**config.mk**
```make
export PLATFORM = sky130hd
export DESIGN_NAME = nibble_serial_adder
export DESIGN_NICKNAME = d
export VERILOG_FILES = /design/src/rtl/nibble_serial_adder.sv
export SDC_FILE = /design/constraint.sdc
export NUM_CORES = 1
export LEC_CHECK = 0
export ABC_AREA = 0
export CORE_MARGIN = 1.5
export CORE_UTILIZATION = 52
export DETAILED_ROUTE_END_ITERATION = 8
export PLACE_DENSITY = 0.79
export SLEW_MARGIN = 20
export SYNTH_ARGS = -nofsm -noshare
export SYNTH_HDL_FRONTEND = slang
export SYNTH_SLANG_ARGS = --single-unit
```
**constraint.sdc**
```tcl
create_clock -name clk -period 4.1 [get_ports clk]
set_clock_uncertainty 0.2 [all_clocks]
set_input_delay 0.82 -clock clk [delete_from_list [all_inputs] [get_ports clk]]
set_output_delay 0.82 -clock clk [all_outputs]
set_load 0.05 [all_outputs]
```
**src/rtl/nibble_serial_adder.sv**
```systemverilog
// Wide adder that reuses a single 4-bit ripple-carry slice, processing one nibble per clock.
// The low nibble is added first and the slice carry is registered between cycles.

module ripple_carry_adder (
  input  logic [3:0] a,
  input  logic [3:0] b,
  input  logic       cin,
  output logic [3:0] sum,
  output logic       cout
);

  logic [4:0] carry;

  assign carry[0] = cin;

  for (genvar i = 0; i < 4; i++) begin : g_bit
    assign sum[i]       = a[i] ^ b[i] ^ carry[i];
    assign carry[i + 1] = (a[i] & b[i]) | (a[i] & carry[i]) | (b[i] & carry[i]);
  end

  assign cout = carry[4];

endmodule

module nibble_serial_adder #(
  parameter int WIDTH = 16
) (
  input  logic             clk,
  input  logic             rst,
  input  logic             start,
  input  logic [WIDTH-1:0] a,
  input  logic [WIDTH-1:0] b,
  input  logic             cin,
  output logic             busy,
  output logic             done,
  output logic [WIDTH-1:0] sum,
  output logic             cout,
  output logic             overflow
);

  localparam int NSLICE = WIDTH / 4;
  localparam int CW     = (NSLICE > 1) ? $clog2(NSLICE) : 1;

  typedef enum logic [1:0] {
    IDLE,
    RUN,
    DONE
  } state_t;

  state_t           state;
  logic [CW-1:0]    cnt;
  logic             carry;
  logic [WIDTH-1:0] a_reg;
  logic [WIDTH-1:0] b_reg;
  logic [WIDTH-1:0] part;

  logic [3:0]       a_nib;
  logic [3:0]       b_nib;
  logic [3:0]       slice_sum;
  logic             slice_cout;
  logic [WIDTH-1:0] next_part;
  logic             last_slice;
  logic             ovf_next;

  // Select nibble k of both captured operands and splice the slice result into the partial sum.
  always_comb begin
    a_nib     = '0;
    b_nib     = '0;
    next_part = part;
    for (int i = 0; i < NSLICE; i++) begin
      if (cnt == CW'(i)) begin
        a_nib              = a_reg[4*i +: 4];
        b_nib              = b_reg[4*i +: 4];
        next_part[4*i +: 4] = slice_sum;
      end
    end
  end

  assign last_slice = (cnt == CW'(NSLICE - 1));
  assign ovf_next   = (a_reg[WIDTH-1] == b_reg[WIDTH-1]) &&
                      (next_part[WIDTH-1] != a_reg[WIDTH-1]);

  ripple_carry_adder u_slice (
    .a    (a_nib),
    .b    (b_nib),
    .cin  (carry),
    .sum  (slice_sum),
    .cout (slice_cout)
  );

  // DONE accepts a new start exactly like IDLE so back-to-back operations lose no cycle.
  always_ff @(posedge clk) begin
    if (rst) begin
      state    <= IDLE;
      cnt      <= '0;
      carry    <= 1'b0;
      a_reg    <= '0;
      b_reg    <= '0;
      part     <= '0;
      busy     <= 1'b0;
      done     <= 1'b0;
      sum      <= '0;
      cout     <= 1'b0;
      overflow <= 1'b0;
    end else begin
      case (state)
        IDLE, DONE: begin
          done <= 1'b0;
          if (start) begin
            a_reg <= a;
            b_reg <= b;
            carry <= cin;
            cnt   <= '0;
            part  <= '0;
            busy  <= 1'b1;
            state <= RUN;
          end else begin
            state <= IDLE;
          end
        end
        RUN: begin
          part  <= next_part;
          carry <= slice_cout;
          if (last_slice) begin
            busy     <= 1'b0;
            done     <= 1'b1;
            sum      <= next_part;
            cout     <= slice_cout;
            overflow <= ovf_next;
            state    <= DONE;
          end else begin
            cnt <= cnt + CW'(1);
          end
        end
        default: begin
          busy  <= 1'b0;
          done  <= 1'b0;
          state <= IDLE;
        end
      endcase
    end
  end

endmodule
```
### Word-level counts from Yosys, hierarchy flattened

Index checks and enable logic that the tools add are counted.

* equal/unequal tests: 10
* bitwise logic cells: 29
* add/sub/neg operators: 1
* mux-type cells: 25
* reduce and logical (&&, ||, !) cells: 11

Operators by type and width (count)
* 4-bit two-way mux: 12
* 16-bit case mux with 2 select lines: 1
* 16-bit two-way mux: 1
* 1-bit AND: 12
* 1-bit OR: 8
* 2-bit case mux with 2 select lines: 2
* 2-bit AND reduction: 4
* 1-bit bitwise XOR: 8
* 2-bit == test, second input constant: 3
* 2-bit two-way mux: 3
* 2-bit inequality test, second input constant: 3
* 2-bit by 1-bit == test with 1-bit output, second input constant: 2
* 2-bit logical NOT: 2
* 1-bit two-way mux: 4
* 1-bit case mux with 2 select lines: 2
* 2-bit OR reduction: 2
* 3-bit AND reduction: 1
* 2-bit by 1-bit adder with 2-bit output, second input constant: 1
* 2-bit nonzero test: 1
* 1-bit == test: 1
* 1-bit logical AND: 1
* 1-bit inequality test: 1
* 1-bit NOT: 1

* output and inout port bits: 20
* input port bits: 36
* logic and storage cells: 87
* register bits after elaboration: 73

### Depth between registers and ports, before layout

Gate-level depths: netlist of the first run.

* word-level depth: 18
* depth in mapped cells: 18
* mapped depth without buffers: 16

### Hierarchy

A second synthesis of the first run with hierarchy kept.

* cells, all modules: 371
* area total of the unflattened synthesis: 3191.8 µm²

Modules (own cells, without submodules)
* nibble_serial_adder: seq. area each 1381.3 µm², cells an instance 357, area each 3074.2 µm², times used 1
* ripple_carry_adder: seq. area each 0.0 µm², cells an instance 14, area each 117.6 µm², times used 1

### Worst setup path before layout of the first run

OpenSTA, ideal clock, no wires.

* path type: reg2reg
* start point: reg cnt[1]
* end point: reg overflow
* path buffers: 3
* arrival time: 3475 ps
* data required time: 3826 ps
* clock period less this slack: 3750 ps
* stages on the path, launching flop included: 19
* setup slack: 350 ps
* library setup time: 74 ps
* cells stage by stage: dfxtp_1 inv_1 ha_1 clkbuf_1 clkbuf_1 o21ai_0 o21ai_0 o21ai_0 fa_1 inv_1 fa_1 fa_1 inv_1 fa_1 clkbuf_1 mux2_2 nor2_1 a21oi_1 o21ai_0

* word-level cells in the longest chain between the ends: 18
* elaborated cells between the ends (all ways): 33
* classes of those cells: eq/ne (4); mux (9); bitwise (17); reduce/logical (3)

RTL lines
* from (decl): line 51 `logic [CW-1:0] cnt;`
* from (signal assigned): line 132 `cnt <= cnt + CW'(1);`
* 2-bit logical NOT: line 71 `if (cnt == CW'(i)) begin`
* 4-bit two-way mux (4 in series): line 71
* 1-bit AND: line 18 `assign carry[i + 1] = (a[i] & b[i]) | (a[i] & carry[i]) | (b[i] & carry[i]);`
* 1-bit OR (2 in series): line 18
* 1-bit AND: line 18
* 1-bit OR (2 in series): line 18
* 1-bit AND: line 18
* 1-bit OR (2 in series): line 18
* 1-bit bitwise XOR: line 17 `assign sum[i] = a[i] ^ b[i] ^ carry[i];`
* 4-bit two-way mux: line 71
* 1-bit inequality test: line 81 `(next_part[WIDTH-1] != a_reg[WIDTH-1]);`
* 1-bit logical AND: line 80 `assign ovf_next = (a_reg[WIDTH-1] == b_reg[WIDTH-1]) &&`
* to (signal assigned): line 129 `overflow <= ovf_next;`
* to (decl): line 38 `output logic overflow`

Parallel ways exist; a longest one is shown, timed or not.
A chain may end at the register's enable or synchronous reset.

### Worst setup path in the final report of the first run

Same ends and word-level chain as after synthesis.

==> results of run 1 <==
==> final cells by class <==
type                       count  area share [%]
multi-input combinational    266            37.9
timing repair buffer          62            15.7
tap                           72            2.37
inverter                      10           0.987
clock inverter                 5            2.14
clock buffer                  11            3.98
sequential                    70            36.9
==> worst max-delay path: stages (launching register included) <==
cell	delay, ns
dfxtp_1	0.34
inv_1	0.11
ha_1	0.37
nand2_1	0.09
o21ai_0	0.14
o21ai_0	0.10
o21ai_0	0.24
fa_1	0.22
inv_1	0.05
fa_1	0.37
fa_1	0.37
inv_1	0.07
fa_1	0.42
mux2_2	0.30
nor2_1	0.10
a21oi_1	0.04
o21ai_0	0.13
==> layer usage <==
metal | wire length (um) | part of all wire (%) | vias up
met5 | 0 | 0 | -
met4 | 161 | 2.4 | 0
met3 | 359 | 5.3 | 15
met2 | 3280 | 49 | 71
met1 | 2940 | 44 | 1247
li1 | - | - | 1342
==> cell usage in the layout (no fill, tap or decap), types with 3 or more instances in the layout <==
master / netlist / routed
ha_1: 4 / 3
a2bb2oi_1: 5 / 5
dfxtp_1: 70 / 70
a22oi_1: 6 / 6
o21ai_2: 8 / 8
a21oi_1: 52 / 52
a32oi_1: 6 / 6
o21ai_0: 28 / 28
nor3_1: 5 / 5
buf_4: 1 / 7
nand2_1: 101 / 101
fa_1: 4 / 4
inv_1: 10 / 10
nor2_1: 23 / 23
clkdlybuf4s50_1: 0 / 54
clkbuf_8: 0 / 11
mux2i_1: 9 / 9
==> worst max path at each step <==
| stage | start | cells after the start | slack (ns) | to |
|---|---|---|---|---|
| 2_1_floorplan | cnt[1]$_SDFFE_PP0P_ | 18 | 0.35 | overflow$_SDFFE_PP0P_ |
| 3_3_place_gp | cnt[1]$_SDFFE_PP0P_ | 15 | 0.46 | overflow$_SDFFE_PP0P_ |
| 3_5_place_dp | cnt[1]$_SDFFE_PP0P_ | 15 | 0.27 | overflow$_SDFFE_PP0P_ |
| 4_1_cts | cnt[1]$_SDFFE_PP0P_ | 16 | 0.28 | overflow$_SDFFE_PP0P_ |
| 5_1_grt | cnt[0]$_SDFFE_PP0P_ | 16 | 0.06 | overflow$_SDFFE_PP0P_ |
| 6_report | cnt[1]$_SDFFE_PP0P_ | 16 | 0.37 | overflow$_SDFFE_PP0P_ |
==> power breakdown <==
group	leakage [nW]	internal, mW	switching, mW
registers	0.570	0.706	0.0177
logic	0.724	0.0940	0.125
clock network	0.116	0.375	0.257
==> cells by family (layout without fill, tap and decap cells) <==
group,count (synthesis),count (layout),synth area share (%)
simple gates,138,138,18.1
compound gates,109,109,21.3
flops,70,70,46.3
buf+inv,43,88,6.36
mux,11,11,3.72
fa+ha+maj,8,8,4.30
==> impl_metrics.yaml, run 1 <==
sta:
  relSlewSlack_pct: 36.3
  setup_tns_ns: 0
  slew_violations: 0
  worst_pin_slew_ns: 0.951
  fin_crit_sh_pct: 91.1
  setup_slack_ns: 0.366
  setup_viol_count_final: 0
  timing.fmax_mhz: 268
  fin_hold_ws_ns: 0.252
  final.min_clock_period_ns: 3.73
  hold_viol: 0
  rsz0062_at_grt: "false"
clocking:
  cts_buffers: 9
  clkTransAtPathRegs_ns: 0.07
  clockBufferDepth: 2
  htree_num_levels: 3
  postCtsHoldBufs: 0
  insertion_delay_ns: 0.34
  cts_sinks: 70
  cts_resized: 0
  cts_tree: "built"
  root_buffer: "clkbuf_8"
  post_cts_buffers: 0
synthesis:
  syn_nets: 423
  synth_seq_cells: 70
  yosysWarningCount: 0
  synth_area_sq_um: 3030
  synth.distinct_cells: 30
  synthFlopType: "dfxtp_1"
  synth_area_leaders: "dfxtp_1, nand2_1, a21oi_1"
  syn_area_per_cell_sq_um: 7.99
  synthCells: 379
  yosysMostFrequentCell: "nand2_1"
  synth_enable_flop_cells: 0
  synth_top_area_share_pct: 46.3
  synth-seq-area-share_pct: 46.3
  synth_top_area_cell: "dfxtp_1"
  ys_top_cells_by_count: "nand2_1, dfxtp_1, a21oi_1"
  async_reset_ff_share_pct: 0
grt:
  grt_start_max_net_pins: 51
  grt_use_total_pct: 23.3
  grt_pass1_vias: 2484
  antenna_found_initial: 0
  use_met2_pct: 38.6
  grt_overflow_total: 0
  met3_usage_pct: 6.90
  grt_pass1_wl_um: 11200
  grt_util_met1_pct: 27.7
  grt.busiest_layer: "met2"
min_path:
  min_from: "sum[6]$_SDFFE_PP0P_"
  hold_path_class: "flip-flop to flip-flop"
  whs_endpoint: "sum[6]$_SDFFE_PP0P_"
  timing.hold.worst_path_depth: 2
placed_design:
  detailed_place_hpwl_um: 4690
  placed_cell_area_sq_um: 3570
  post-place-ws_ns: 0.269
  portBuffers: 55
  dp_cells: 480
  place.gp.congestion: 0.827
cells_and_area:
  antenna_cells: 0
  layout-drive-gt1-share_pct: 9.20
  fill_cells: 461
  fin_area_sq_um: 3800
  final_util_pct: 68.2
  nets: 463
  area_growth_pct: 25.5
  seqCellArea_sq_um: 1400
  multi_input_area_sq_um: 1440
  fin_cells: 496
die:
  fp.dieW_um: 79.3
  die_h_um: 79.3
  rows: 27
  start_util_pct: 54.3
  dieArea_sq_um: 6290
  io_pins: 56
  core_area_sq_um: 5570
detailed_routing:
  vias: 2675
  drt_iter0_markers: 158
  drcViolationCount: 0
  routedWlPerCell_um: 13.6
  ant_nets: 0
  routed_wirelength_um: 6750
  via_per_inst: 5.39
  dr.pass1.iters: 4
setup_path:
  end_kind: "flip-flop"
  critPathKind: "flip-flop to flip-flop"
  reg2reg_depth: 16
  crit_fanout: 9
  r2r_end: "overflow$_SDFFE_PP0P_"
  start_kind: "flip-flop"
  crit_arrival_ns: 3.81
  regToRegSetupSlack_ns: 0.37
  required_ns: 4.17
  rr_startpoint: "cnt[1]$_SDFFE_PP0P_"
power:
  powerDensity_nw_per_um2: 414
  p_total_mw: 1.58
  power_leakage_nw: 1.41
  irDropWorstVdd_mv: 0.289
run:
  drv_cap: 0
run_status:
  status: "complete, no violations"
Note: power is estimated with default switching activity, not from simulation.
==> run 2: changes to the inputs <==
--- a/config.mk
+++ b/config.mk
@@ -10,6 +10,8 @@
 export CORE_UTILIZATION = 52
 export DETAILED_ROUTE_END_ITERATION = 8
 export PLACE_DENSITY = 0.79
+export REMOVE_ABC_BUFFERS = 1
+export SKIP_LAST_GASP = 1
 export SLEW_MARGIN = 20
 export SYNTH_ARGS = -nofsm -noshare
 export SYNTH_HDL_FRONTEND = slang
==> impl_metrics.yaml, run 2 (synthesized netlist as in run 1, its figures left out) <==
run_status:
  status: "complete, no violations"
die:
  fp.dieW_um: 79.3
  start_util_pct: 54.3
  io_pins: 56
  rows: 27
  core_area_sq_um: 5570
  die_h_um: 79.3
  dieArea_sq_um: 6290
sta:
  hold_viol: 0
  timing.fmax_mhz: 264
  slew_violations: 0
  relSlewSlack_pct: 55.3
  fin_crit_sh_pct: 92.4
  rsz0062_at_grt: "false"
  fin_hold_ws_ns: 0.252
  setup_tns_ns: 0
  final.min_clock_period_ns: 3.79
  worst_pin_slew_ns: 0.670
  setup_viol_count_final: 0
grt:
  grt_pass1_wl_um: 11300
  grt_start_max_net_pins: 26
  grt_pass1_vias: 2455
  grt_overflow_total: 0
  grt_use_total_pct: 23.2
  antenna_found_initial: 0
placed_design:
  portBuffers: 55
  dp_cells: 482
  detailed_place_hpwl_um: 4710
  place.gp.congestion: 0.870
min_path:
  hold_path_class: "flip-flop to flip-flop"
setup_path:
  crit_fanout: 8
  required_ns: 4.16
  regToRegSetupSlack_ns: 0.31
  critPathKind: "flip-flop to flip-flop"
  crit_arrival_ns: 3.85
  start_kind: "flip-flop"
  end_kind: "flip-flop"
run:
  drv_cap: 0
detailed_routing:
  ant_nets: 0
  dr.pass1.iters: 4
  via_per_inst: 5.40
  drcViolationCount: 0
  drt_iter0_markers: 154
  routed_wirelength_um: 6740
  routedWlPerCell_um: 13.6
  vias: 2686
clocking:
  post_cts_buffers: 0
  insertion_delay_ns: 0.35
  clkTransAtPathRegs_ns: 0.07
  cts_tree: "built"
  cts_sinks: 70
  htree_num_levels: 3
  root_buffer: "clkbuf_8"
  clockBufferDepth: 2
  cts_buffers: 9
power:
  p_total_mw: 1.43
  power_leakage_nw: 1.39
  irDropWorstVdd_mv: 0.214
  powerDensity_nw_per_um2: 381
cells_and_area:
  fin_cells: 497
  nets: 465
  final_util_pct: 67.3
  layout-drive-gt1-share_pct: 8.71
  final_cell_mix: "nand2_1, dfxtp_1, clkdlybuf4s50_1, a21oi_1, o21ai_0"
  antenna_cells: 0
  area_growth_pct: 23.9
  layout_commonest_cell: "nand2_1"
## run 2: changes by cell type in the layout (fill, tap and decap cells not counted)
cell        previous run  this run
bufinv_16              2         0
nand2b_2               1         0
clkinvlp_4             1         0
buf_4                  7         9
ha_1                   3         2
clkbuf_1               0         3
nand2b_1               1         2
clkinv_4               1         0
ha_2                   1         2
## run 2: area by class of cell
type                       instances  area, sq um
tap                               72         90.1
sequential                        70         1400
inverter                          10         37.5
timing repair buffer              64          613
fill                             493         1820
clock buffer                      14          163
clock inverter                     1         5.00
multi-input combinational        266         1440
## run 2: through the flow
stage / cell area (sq um) / worst slack (ns)
final: 3750 / 0.312
after global routing: 3750 / 0.0396
after detailed placement: 3580 / 0.325
after floorplan: 2870 / 0.315
after global placement: 3580 / 0.417
after CTS: 3750 / 0.316
## run 2: what timing repair did
| item | 4_1_cts | 5_1_grt |
|---|---|---|
| hold buffers | 0 | 0 |
| resized for setup | 0 | 2 |
| setup endpoints to repair | 0 | 1 |
## run 2: path summary, 6_finish.rpt
kind / startpoint / end / cells after the start
setup / recovery: cnt[0]$_SDFFE_PP0P_ / overflow$_SDFFE_PP0P_ / 16
hold / removal: sum[3]$_SDFFE_PP0P_ / sum[3]$_SDFFE_PP0P_ / 2
setup reg to reg: cnt[0]$_SDFFE_PP0P_ / overflow$_SDFFE_PP0P_ / 16
hold reg to reg: sum[3]$_SDFFE_PP0P_ / sum[3]$_SDFFE_PP0P_ / 2
## run 2: worst max-delay path, cell delays in order (launching register included)
cell     delay [ns]
dfxtp_1        0.34
inv_1          0.11
ha_2           0.27
nand2_1        0.08
o21ai_0        0.13
o21ai_0        0.09
o21ai_0        0.22
fa_1           0.21
inv_1          0.05
fa_1           0.38
fa_1           0.37
inv_1          0.08
fa_1           0.51
mux2_2         0.33
nor2_1         0.10
a21oi_1        0.04
o21ai_0        0.15
## run 2: routing by layer
layer  global-route usage, %  vias up  wire length (um)
met3                    6.67       10               376
met2                    37.9       91              3180
met4                    9.65        0               108
met5                       0        -                 0
met1                    28.7     1235              3080
li1                        -     1350                 -
## run 2: power by group
part	internal, mW	leakage [nW]	switching (mW)
registers	0.706	0.570	0.0180
logic	0.0939	0.733	0.123
clock network	0.249	0.0865	0.239
==> run 3: changes to the inputs <==
--- a/config.mk
+++ b/config.mk
@@ -6,6 +6,7 @@
 export NUM_CORES = 1
 export LEC_CHECK = 0
 export ABC_AREA = 0
+export ABC_CLOCK_PERIOD_IN_PS = 4100
 export CORE_MARGIN = 1.5
 export CORE_UTILIZATION = 52
 export DETAILED_ROUTE_END_ITERATION = 8
@@ -15,4 +16,5 @@
 export SLEW_MARGIN = 20
 export SYNTH_ARGS = -nofsm -noshare
 export SYNTH_HDL_FRONTEND = slang
+export SYNTH_HIERARCHICAL = 1
 export SYNTH_SLANG_ARGS = --single-unit
==> impl_metrics.yaml, run 3 <==
synthesis:
  synth_area_sq_um: 3190
  syn_area_per_cell_sq_um: 8.60
  synth_area_leaders: "dfxtp_1, nand2_1, a21oi_1"
  async_reset_ff_share_pct: 0
  synthFlopType: "dfxtp_1"
  synth_top_area_cell: "dfxtp_1"
  synth_enable_flop_cells: 0
  yosysMostFrequentCell: "nand2_1"
  synth_top_area_share_pct: 43.3
  ys_top_cells_by_count: "nand2_1, dfxtp_1, a21oi_1"
  synth_seq_cells: 69
  synth-seq-area-share_pct: 43.3
  yosysWarningCount: 6
  synth.distinct_cells: 32
  synthCells: 371
placed_design:
  place.gp.congestion: 0.841
  detailed_place_hpwl_um: 4750
  portBuffers: 55
  placed_cell_area_sq_um: 3690
  dp_cells: 476
  post-place-ws_ns: 0.419
grt:
  antenna_found_initial: 0
  met3_usage_pct: 4.49
  grt_util_met1_pct: 30.0
  grt_start_max_net_pins: 38
  grt_pass1_wl_um: 11600
  grt_pass1_vias: 2516
  grt_use_total_pct: 23.1
  grt_overflow_total: 0
  grt.busiest_layer: "met2"
  use_met2_pct: 36.4
die:
  io_pins: 56
  core_area_sq_um: 5920
  die_h_um: 81.3
  start_util_pct: 53.9
  fp.dieW_um: 81.3
  dieArea_sq_um: 6620
  rows: 28
run:
  drv_cap: 0
power:
  power.share.switching_pct: 24.1
  p_total_mw: 1.65
  pwr-share-comb_pct: 13.3
  irDropWorstVdd_mv: 0.249
  seq_power_share_pct: 43.4
  p_int_mw: 1.25
  clkPwrFrac_pct: 43.4
  p_switching_uw: 397
  power_leakage_nw: 1.41
  powerDensity_nw_per_um2: 418
clocking:
  root_buffer: "clkbuf_8"
  cts_resized: 0
  cts_sinks: 69
  clkTransAtPathRegs_ns: 0.07
  htree_num_levels: 3
  cts_buffers: 9
  post_cts_buffers: 0
  postCtsHoldBufs: 0
  cts_tree: "built"
  clockBufferDepth: 2
  insertion_delay_ns: 0.35
cells_and_area:
  fill_cells: 510
  final_cell_mix: "nand2_1, dfxtp_1, clkdlybuf4s50_1, a21oi_1, nand3_1"
  final_util_pct: 66.7
  seqCellArea_sq_um: 1380
  antenna_cells: 0
  area_growth_pct: 23.7
  multi_input_area_sq_um: 1540
  fin_cells: 492
  layout_commonest_cell: "nand2_1"
  layout-drive-gt1-share_pct: 13.7
  nets: 456
  fin_area_sq_um: 3950
detailed_routing:
  dr.pass1.iters: 4
  routedWlPerCell_um: 13.8
  vias: 2619
  ant_nets: 0
  routed_wirelength_um: 6810
  via_per_inst: 5.32
  drt_iter0_markers: 145
  drcViolationCount: 0
sta:
  setup_tns_ns: 0
  final.min_clock_period_ns: 3.71
  slew_violations: 0
  fin_hold_ws_ns: 0.256
  relSlewSlack_pct: 48.7
  timing.fmax_mhz: 269
  worst_pin_slew_ns: 0.770
  setup_viol_count_final: 0
  fin_crit_sh_pct: 90.6
  hold_viol: 0
  setup_slack_ns: 0.385
  rsz0062_at_grt: "false"
setup_path:
  critPathKind: "flip-flop to flip-flop"
  required_ns: 4.17
  end_kind: "flip-flop"
  start_kind: "flip-flop"
  crit_fanout: 17
  crit_arrival_ns: 3.78
min_path:
  hold_path_class: "flip-flop to flip-flop"
run_status:
  status: "complete, no violations"
## run 3: cell type report
class                      count  area share, %
tap                           75           2.38
sequential                    69           35.0
inverter                      13           1.24
multi-input combinational    254           39.0
clock buffer                   9           3.14
timing repair buffer          65           15.7
clock inverter                 7           3.49
## run 3: worst max-delay path: stages (launching register included)
cell	delay, ns
dfxtp_1	0.39
inv_1	0.13
ha_1	0.39
a221oi_1	0.29
o31ai_1	0.11
inv_1	0.09
fa_1	0.17
inv_1	0.05
fa_1	0.37
fa_1	0.37
inv_1	0.08
fa_1	0.40
inv_1	0.22
mux2i_1	0.15
a211oi_2	0.23
## run 3: kinds of logic (layout without fill, tap and decap cells)
| kind of cell | after synthesis | count (layout) | share of synthesized area [%] |
|---|---|---|---|
| and+or+nand+nor | 149 | 149 | 21.9 |
| adders and majority gates | 8 | 8 | 4.08 |
| AOI/OAI and AO/OA | 85 | 85 | 18.5 |
| buffers and inverters | 48 | 94 | 8.51 |
| DFF | 69 | 69 | 43.3 |
| muxes | 12 | 12 | 3.76 |
## run 3: routing by layer
layer  vias to the layer above  part of all wire, %
met3                        10                  4.7
li1                       1329                    -
met4                         0                  1.6
met1                      1201                   46
met2                        79                   48
met5                         -                    0
## run 3: worst paths after layout
path	start	end	slack (ns)	cells past startpoint
worst min-delay path	sum[15]$_SDFFE_PP0P_	sum[15]$_SDFFE_PP0P_	0.26	2
worst min register to register	sum[15]$_SDFFE_PP0P_	sum[15]$_SDFFE_PP0P_	0.26	2
worst max register to register	cnt[0]$_SDFFE_PP0P_	sum[7]$_SDFFE_PP0P_	0.39	14
worst max-delay path	cnt[0]$_SDFFE_PP0P_	sum[7]$_SDFFE_PP0P_	0.39	14
## run 3: power groups by stage
| stage | sequential (mW) | combinational, mW | clock (mW) |
|---|---|---|---|
| 6_report | 0.715 | 0.219 | 0.715 |
| 5_1_grt | 0.718 | 0.242 | 0.756 |
| 4_1_cts | 0.715 | 0.220 | 0.726 |
| 3_5_place_dp | 0.730 | 0.218 | 0 |
| 3_3_place_gp | 0.729 | 0.212 | 0 |
| 2_1_floorplan | 0.728 | 0.125 | 0 |
